## src/rtl/score_bcd_counter_pkg.sv

```systemverilog
// Shared definitions for the four-digit BCD score accumulator.
//   state_t        : game phase encodings (IDLE / PLAY / OVER)
//   BCD_MAX_SCORE  : packed-BCD saturation value 9999
//   DIGIT_W        : width of one BCD digit
package score_bcd_counter_pkg;

    typedef enum logic [1:0] {
        ST_IDLE = 2'd0,
        ST_PLAY = 2'd1,
        ST_OVER = 2'd2
    } state_t;

    localparam logic [15:0] BCD_MAX_SCORE = 16'h9999;
    localparam int unsigned DIGIT_W       = 4;

endpackage

```

## src/rtl/score_bcd_counter_bcd_digit_add.sv

```systemverilog
// One decade (BCD digit) adder stage.
//   a, b : BCD digit operands (0-9)
//   cin  : decimal carry from the next lower digit
//   sum  : BCD result digit (0-9)
//   cout : decimal carry to the next higher digit
module bcd_digit_add
    import score_bcd_counter_pkg::*;
(
    input  logic [DIGIT_W-1:0] a,
    input  logic [DIGIT_W-1:0] b,
    input  logic               cin,
    output logic [DIGIT_W-1:0] sum,
    output logic               cout
);

    logic [DIGIT_W:0] raw;
    logic [DIGIT_W:0] adj;

    always_comb begin
        raw = {1'b0, a} + {1'b0, b} + {{DIGIT_W{1'b0}}, cin};
        // Binary sums above 9 are folded back into decimal by adding 6.
        if (raw > 5'd9) begin
            adj  = raw + 5'd6;
            cout = 1'b1;
        end else begin
            adj  = raw;
            cout = 1'b0;
        end
        sum = adj[DIGIT_W-1:0];
    end

endmodule

```

## src/rtl/score_bcd_counter.sv

```systemverilog
// Four-digit BCD score accumulator for the bat-shooter game.
// Optional feature macro: SCORE_HIGH_SCORE_EN (session high score).
//   clk        : system clock, rising edge
//   resetn     : asynchronous active-low reset
//   start      : pulse, begins (or restarts) a game
//   hit        : pulse, adds min(points, MAX_DIGIT) to the score in PLAY
//   points     : binary point value for hit
//   game_over  : pulse, ends the game in PLAY
//   show_high  : show the high score on the digits (macro build only)
//   digit0..3  : BCD digits, ones to thousands
//   playing    : high in PLAY
//   saturated  : live score equals 9999
//   new_high   : last game beat the high score; cleared by start
module score_bcd_counter
    import score_bcd_counter_pkg::*;
#(
    parameter int MAX_DIGIT = 9
) (
    input  logic       clk,
    input  logic       resetn,
    input  logic       start,
    input  logic       hit,
    input  logic [3:0] points,
    input  logic       game_over,
    input  logic       show_high,
    output logic [3:0] digit0,
    output logic [3:0] digit1,
    output logic [3:0] digit2,
    output logic [3:0] digit3,
    output logic       playing,
    output logic       saturated,
    output logic       new_high
);

    localparam logic [3:0] MAX_PTS = 4'(MAX_DIGIT);

    state_t      state_q, state_d;
    logic [15:0] score_q, score_d;
    logic [15:0] sum;
    logic [4:0]  carry;
    logic [3:0]  pts;
    logic        sat_q;
    logic        finish;
    logic [15:0] display;

    assign pts      = (points > MAX_PTS) ? MAX_PTS : points;
    assign carry[0] = 1'b0;

    // Ripple chain: the clamped point value enters at the ones digit,
    // higher digits only absorb the decimal carry.
    for (genvar i = 0; i < 4; i++) begin : g_add
        bcd_digit_add u_add (
            .a    (score_q[i*DIGIT_W +: DIGIT_W]),
            .b    ((i == 0) ? pts : 4'd0),
            .cin  (carry[i]),
            .sum  (sum[i*DIGIT_W +: DIGIT_W]),
            .cout (carry[i+1])
        );
    end

    always_comb begin
        state_d = state_q;
        score_d = score_q;
        finish  = 1'b0;
        case (state_q)
            ST_IDLE, ST_OVER: begin
                if (start) begin
                    state_d = ST_PLAY;
                    score_d = '0;
                end
            end
            ST_PLAY: begin
                if (start) begin
                    score_d = '0;
                end else if (game_over) begin
                    state_d = ST_OVER;
                    finish  = 1'b1;
                end else if (hit) begin
                    // Carry out of the thousands digit means the sum passed 9999.
                    score_d = carry[4] ? BCD_MAX_SCORE : sum;
                end
            end
            default: begin
                state_d = ST_IDLE;
                score_d = '0;
            end
        endcase
    end

    always_ff @(posedge clk or negedge resetn) begin
        if (!resetn) begin
            state_q <= ST_IDLE;
            score_q <= '0;
            sat_q   <= 1'b0;
        end else begin
            state_q <= state_d;
            score_q <= score_d;
            sat_q   <= (score_d == BCD_MAX_SCORE);
        end
    end

`ifdef SCORE_HIGH_SCORE_EN
    logic [15:0] high_q;
    logic        new_high_q;

    // Packed BCD digits order the same way as plain binary, so a 16-bit
    // unsigned compare is a correct decimal magnitude compare.
    always_ff @(posedge clk or negedge resetn) begin
        if (!resetn) begin
            high_q     <= '0;
            new_high_q <= 1'b0;
        end else if (start) begin
            new_high_q <= 1'b0;
        end else if (finish && (score_q > high_q)) begin
            high_q     <= score_q;
            new_high_q <= 1'b1;
        end
    end

    assign display  = show_high ? high_q : score_q;
    assign new_high = new_high_q;
`else
    logic unused_show_high;
    logic unused_finish;

    assign unused_show_high = show_high;
    assign unused_finish    = finish;
    assign display          = score_q;
    assign new_high         = 1'b0;
`endif

    assign digit0    = display[3:0];
    assign digit1    = display[7:4];
    assign digit2    = display[11:8];
    assign digit3    = display[15:12];
    assign playing   = (state_q == ST_PLAY);
    assign saturated = sat_q;

endmodule

```

## config.mk

```make
export PLATFORM = sky130hd
export DESIGN_NAME = score_bcd_counter
export DESIGN_NICKNAME = d
export VERILOG_FILES = /design/src/rtl/score_bcd_counter_pkg.sv /design/src/rtl/score_bcd_counter_bcd_digit_add.sv /design/src/rtl/score_bcd_counter.sv
export SDC_FILE = /design/constraint.sdc
export NUM_CORES = 1
export LEC_CHECK = 0
export BUFFER_PORTS_ARGS = -buffer_cell sky130_fd_sc_hd__buf_2
export CAP_MARGIN = 20
export CORE_MARGIN = 3
export CORE_UTILIZATION = 50
export DETAILED_ROUTE_END_ITERATION = 16
export PLACE_DENSITY_LB_ADDON = 0.1
export SETUP_SLACK_MARGIN = 0.15
export SKIP_LAST_GASP = 1
export SLEW_MARGIN = 15
export SYNTH_ARGS = -nofsm -noshare
export SYNTH_HDL_FRONTEND = slang
export SYNTH_SLANG_ARGS = --single-unit
```

## constraint.sdc

```tcl
create_clock -name clk -period 13.65 [get_ports clk]
set_input_delay 0.6825 -clock clk [delete_from_list [all_inputs] [get_ports clk]]
set_output_delay 0.6825 -clock clk [all_outputs]
set_load 0.005 [all_outputs]
```

**After elaboration in Yosys (flattened, before gate mapping)**

Index checks and enable logic that the tools add are counted.

- Register bits after elaboration: 19
- Bits in latches: 0
- RAM bits: 0
- Memory bits (read-only): 0
- Input bits: 10
- Logic and storage cells: 44
- Memories kept: 0

- $add $sub $neg: 8
- Multipliers: 0
- Divide/modulo/power cells: 0
- Magnitude comparators: 5
- Equal/unequal tests: 6
- Shift-type cells: 0
- Mux-type cells: 19
- Bitwise operators: 0
- Reduce and logical (&&, ||, !) cells: 3

Operator list:

| kind | count |
|---|---|
| two-way mux 16 bit | 5 |
| one-hot mux 16 bit (2 select lines) | 1 |
| greater-than comparator 5 x 4 -> 1 bit, second input constant | 4 |
| two-way mux 4 bit | 5 |
| adder 4 x 3 -> 4 bit, second input constant | 4 |
| == test 16 bit, second input constant | 1 |
| adder 4 x 1 -> 5 bit | 3 |
| two-way mux 2 bit | 3 |
| inequality test 2 bit, second input constant | 3 |
| adder 4 x 4 -> 5 bit | 1 |
| greater-than comparator 4 bit, second input constant | 1 |
| two-way mux 1 bit | 4 |
| one-hot mux 2 bit (2 select lines) | 1 |
| AND reduction 3 bit | 1 |
| == test 2 x 1 -> 1 bit, second input constant | 1 |
| == test 2 bit, second input constant | 1 |
| zero test 2 bit | 1 |
| OR reduction 2 bit | 1 |

**Depth between registers and ports, before layout**

- Depth in word-level cells: 20
- Mapped depth: 31

**Cells and area by module**

Synthesis repeated with hierarchy kept, for this count alone.

- Cells, all modules: 169
- Area, all modules: 1709.1 um2

Modules (own cells, without submodules):

| module | instances | cells an instance | area each (um2) |
|---|---|---|---|
| score_bcd_counter | 1 | 81 | 863.3 |
| bcd_digit_add | 4 | 22 | 211.5 |

**Worst setup path before layout**

No wires, ideal clock.

- Path kind: input port to flip-flop
- From: in points[1]
- To: reg sat_q, in the netlist saturated
- Library setup time: 0.096 ns
- Arrival: 6.295 ns
- Required time: 13.554 ns
- Setup slack: 7.260 ns
- Stages on the path: 31
- Buffers on the path: 2
- Path through: o21ai_0 nand2b_1 ha_1 inv_1 fa_1 xor2_1 and2_1 o311a_1 inv_1 ha_1 ha_1 clkbuf_1 a21oi_1 o22ai_1 a21oi_1 ha_1 ha_1 clkbuf_1 inv_1 nand2_1 a21oi_1 a211oi_1 ha_1 ha_1 and4b_4 and2_4 nor3_4 nor2_2 a22o_1 or4_1 nor4_2

- Longest elaborated chain between the ends: 20

Ends and longest elaborated chain:

| what | line | text |
|---|---|---|
| start: declaration | score_bcd_counter.sv:23 | `input logic [3:0] points,` |
| greater-than comparator 4 bit | score_bcd_counter.sv:46 | `assign pts = (points > MAX_PTS) ? MAX_PTS : points;` |
| two-way mux 4 bit (*) | score_bcd_counter.sv:46 |  |
| adder 4 x 4 -> 5 bit (*) | score_bcd_counter_bcd_digit_add.sv:20 | `raw = {1'b0, a} + {1'b0, b} + {{DIGIT_W{1'b0}}, cin};` |
| greater-than comparator 5 x 4 -> 1 bit (*) | score_bcd_counter_bcd_digit_add.sv:22 | `if (raw > 5'd9) begin` |
| two-way mux 1 bit (*) | score_bcd_counter_bcd_digit_add.sv:22 |  |
| adder 4 x 1 -> 5 bit (*) | score_bcd_counter_bcd_digit_add.sv:20 |  |
| greater-than comparator 5 x 4 -> 1 bit | score_bcd_counter_bcd_digit_add.sv:22 |  |
| two-way mux 1 bit | score_bcd_counter_bcd_digit_add.sv:22 |  |
| (+5 left out) | n/a |  |
| two-way mux 1 bit | score_bcd_counter_bcd_digit_add.sv:22 |  |
| two-way mux 16 bit (*) | score_bcd_counter.sv:80 | `score_d = carry[4] ? BCD_MAX_SCORE : sum;` |
| two-way mux 16 bit (*) | score_bcd_counter.sv:78 | `end else if (hit) begin` |
| two-way mux 16 bit (*) | score_bcd_counter.sv:75 | `end else if (game_over) begin` |
| two-way mux 16 bit (*) | score_bcd_counter.sv:73 | `if (start) begin` |
| one-hot mux 16 bit (2 select lines) (*) | score_bcd_counter.sv:65 | `case (state_q)` |
| named net score_d[5] | score_bcd_counter.sv:38 | `logic [15:0] score_q, score_d;` |
| == test 16 bit (*) | score_bcd_counter.sv:98 | `sat_q <= (score_d == BCD_MAX_SCORE);` |
| end signal: assignment | score_bcd_counter.sv:98 |  |
| end: declaration | score_bcd_counter.sv:42 | `logic sat_q;` |

The timed path passes the listed nets; every way through them passes the cells marked *.
A chain may end at the register's enable or synchronous reset.

**Worst setup path after layout**

- From: in points[3]
- To: reg sat_q, in the netlist saturated

Same word-level chain as after synthesis.

==> metrics.log <==
[metrics] Hold Fails Final Rpt: 0
[metrics] Synth Register Bits: 19
[metrics] cell family with the largest share of critical-path delay: adder cells
[metrics] M1 WL: 1.94 mm
[metrics] pre-CTS setup slack: 6.25 ns
[metrics] met2 layer wire length in the routed design: 1.86 mm
[metrics] startpoint of the worst-slack reg-to-reg timing path: display[0]$_DFF_PN0_
[metrics] via count of the routed design: 1716
[metrics] library cell appearing most often on the critical path: ha_1
[metrics] synthesis-to-layout area growth: 9.14%
[metrics] Worst Setup SP: points[3]
[metrics] number of enable flip-flop cells after synthesis: 0
[metrics] Die Outline Area: 0.00431 mm2
[metrics] commonest register cell after synthesis: dfrtp_1
[metrics] insertion delay of the later-clocked pin in the worst-skew pair: 0.30 ns
[metrics] async set-reset flop share out of synthesis: 1.00
[metrics] number of logic stages on the critical path including buffering: 31
[metrics] clock-pin slew reported for the worst setup and hold paths after clock tree synthesis: 0.12 ns
[metrics] final max-slew violation count: 0
[metrics] DRC viols: 0
[metrics] drt first-iter violations: 119
[metrics] shortest period the worst path allows: 7.11 ns
[metrics] Tightest Hold Check Type: input port to async pin
[metrics] Via-to-Cell Ratio: 5.90
[metrics] number of global-route vias before repair: 1441
[metrics] slowest library cell on the worst path: fa_1
[metrics] clock tree from TritonCTS: built
[metrics] clock tree sinks: 19
[metrics] Max Fanout on Critical Path: 10
[metrics] Max Used Layer: met4
[metrics] setup TNS: 0 ns
[metrics] Longest Clk Path Bufs: 2
[metrics] number of ports placed on the die boundary: 29
[metrics] unrepaired setup endpoints after global routing: false
[metrics] Core Area: 0.00339 mm2
[metrics] met3 routed WL: 170 um
[metrics] initial antenna violation count: 0
[metrics] distinct cell type count after synthesis: 49
[metrics] remaining global-route overflow: 0
[metrics] per-cell routed wire length: 13.7 um
[metrics] first-pass iteration count of the detailed router: 4
[metrics] CTS root buffer: clkbuf_4
[metrics] ANT nets after route: 0
[metrics] fraction of final layout cells with drive strength greater than 1: 0.147
[metrics] floorplan die height: around 66 um
[metrics] post-cts sizing count: 0
[metrics] syn avg cell area: between 7 and 8 um2
[metrics] area of the mapped netlist: 0.00178 mm2
[metrics] final cycle utilization of the critical path: 0.521
[metrics] htree depth: 1
[metrics] Filler Cell Count: 320
[metrics] buffering stage count on the worst path with inverters included: 5
[metrics] final setup skew: 0.00999 ns
[metrics] Max Cap Viol: 0
[metrics] count of standard-cell rows: 21
[metrics] Leak: 0.881 nW
[metrics] Required @ worst endpoint: 13.87 ns
[metrics] effective utilization at floorplan: 0.525
[metrics] number of buffers inserted by port buffering: 26
[metrics] Antenna diodes: 0
[metrics] arrival time at the worst endpoint: 7.33 ns
[metrics] P per Cell Area: 62.0 mW/mm2
[metrics] post-synthesis instance total: roughly 230
[metrics] final count of negative-setup-slack endpoints: 0
[metrics] CP Launch Type: input port
[metrics] Net Count, Synth: 251
[metrics] Highest Clock Rate: 141 MHz
[metrics] dpl hpwl: 3.03 mm
[metrics] number of CTS-inserted buffers: 3
[metrics] post-CTS setup-driven buffer insertion count: 0
[metrics] total global-route track usage: 0.195
[metrics] outcome: complete, no violations
[metrics] final setup slack of the worst path: 6.54 ns
[metrics] overall routed net length: roughly 4 mm
[metrics] Final Wtd Congestion: between 0.8 and 0.9
[metrics] max incr delay on CP: 0.49 ns
[metrics] endpoint type of the worst setup path: flip-flop
[metrics] Final nets: 270
[metrics] number of warnings reported in the yosys synthesis log: 0
[metrics] VDD IR-drop max: 0.0000464 V
[metrics] hold buffer count at cts: 0
[metrics] worst reg2reg path endpoint: saturated$_DFF_PN0_
[metrics] length in cells of the worst reg-to-reg path: 28
[metrics] first-pass GRT wire length: between 6 and 7 mm
[metrics] portion of the post-synthesis area used by sequential elements: 0.267
[metrics] maximum number of pins on one net before global-route repair: 20
[metrics] horizontal die dimension: about 66 um
[metrics] reg-to-reg setup timing slack: slightly below 7 ns
[metrics] kind of critical path: input port to flip-flop
[metrics] Setup crit end: saturated$_DFF_PN0_
==> layout by cell type, fill, tap and decap left out, types with 2 or more instances in the layout <==
cell type and count:
nor3b_1 2, o21ai_0 21, a31oi_1 6, a21o_1 5, o221ai_1 2, a22o_1 4
ha_1 13, nor3_1 2, o21a_1 3, nand2_1 20, o311a_1 2, nor2_1 16
clkbuf_4 3, mux2i_1 3, nand3_1 3, and3_1 2, nand2b_1 8, nor2b_1 9
dfrtp_1 19, a21oi_1 24, and2_1 6, a211oi_1 4, o211ai_1 2, o31ai_1 2
o22ai_1 3, inv_1 12, xnor2_1 2, buf_2 26
==> layer usage <==
layer,up-vias,GRT usage
li1,859,-
met1,814,0.285
met2,39,0.298
met3,4,0.0410
met4,0,0.0311
met5,-,0
==> synth_stat cells (all sizes together) (5+ instances only) <==
| cell type | instances | share of area |
|---|---|---|
| o21ai | 21 | 0.059 |
| a21o | 5 | 0.021 |
| a21oi | 24 | 0.068 |
| clkbuf | 8 | 0.017 |
| a31oi | 6 | 0.021 |
| nand2b | 8 | 0.028 |
| and2 | 7 | 0.026 |
| nor2 | 17 | 0.037 |
| dfrtp | 19 | 0.27 |
| inv | 12 | 0.025 |
| nand2 | 20 | 0.042 |
| ha | 13 | 0.091 |
| nor2b | 9 | 0.032 |
==> stage by stage <==
step / instance area, um2 / cells / hold slack [ns] / power, mW / utilization
final: 1940 / 291 / 0.298 / 0.120 / 0.573
after global routing: 1940 / 291 / 0.309 / 0.129 / 0.573
after CTS: 1940 / 291 / 0.305 / 0.122 / 0.573
after detailed placement: 1910 / 287 / 0.531 / 0.0923 / 0.565
after global placement: 1910 / 287 / 0.534 / 0.0922 / 0.565
after floorplan: 1780 / 227 / 0.387 / 0.0839 / -
==> worst min-delay path by stage <==
stage,from,end,slack [ns],cells past startpoint
finish,resetn,saturated$_DFF_PN0_,0.30,1
global route,resetn,display[9]$_DFF_PN0_,0.31,1
CTS,resetn,saturated$_DFF_PN0_,0.31,1
detailed placement,display[12]$_DFF_PN0_,display[12]$_DFF_PN0_,0.53,2
global placement,display[12]$_DFF_PN0_,display[12]$_DFF_PN0_,0.53,2
floorplan,resetn,display[0]$_DFF_PN0_,0.39,0
==> power by group <==
part / internal, mW / leakage, nW / switching [mW] / total [mW]
Combinational: 0.0125 / 0.604 / 0.0173 / 0.0298
Clock: 0.0109 / 0.0177 / 0.0181 / 0.0290
Sequential: 0.0581 / 0.260 / 0.00336 / 0.0615
Total: 0.0816 / 0.881 / 0.0387 / 0.120
==> kinds of logic after synthesis <==
group / Yosys count / share of synthesized area
AOI/OAI and AO/OA: 82 / 0.286
and+or+nand+nor: 81 / 0.255
buffers and inverters: 24 / 0.0549
DFF: 19 / 0.267
adders and majority gates: 14 / 0.103
xor gates and xnor gates: 3 / 0.0148
muxes: 3 / 0.0169
other: 1 / 0.00211
==> layout make-up <==
cell class | count | area [um2] | area share
tap | 46 | 57.6 | 0.0296
clock inverter | 1 | 5.00 | 0.00258
inverter | 12 | 45.0 | 0.0232
sequential | 19 | 475 | 0.245
timing repair buffer | 26 | 130 | 0.0670
multi-input combinational | 184 | 1210 | 0.621
clock buffer | 3 | 22.5 | 0.0116
==> worst reg2reg max path: cells and delay by family, from the launching register on <==
kind | cells | cell delay, ns
compound gates | 7 | 1.32
xor+xnor | 1 | 0.22
fa+ha+maj | 8 | 2.51
buf+inv | 4 | 0.41
flops | 1 | 0.43
simple gates | 8 | 1.93
==> state kept, by name, indices dropped and copies added (netlist names) <==
name,cells
state_q,2
display,16
saturated,1
(Power assumes the default switching activity.)
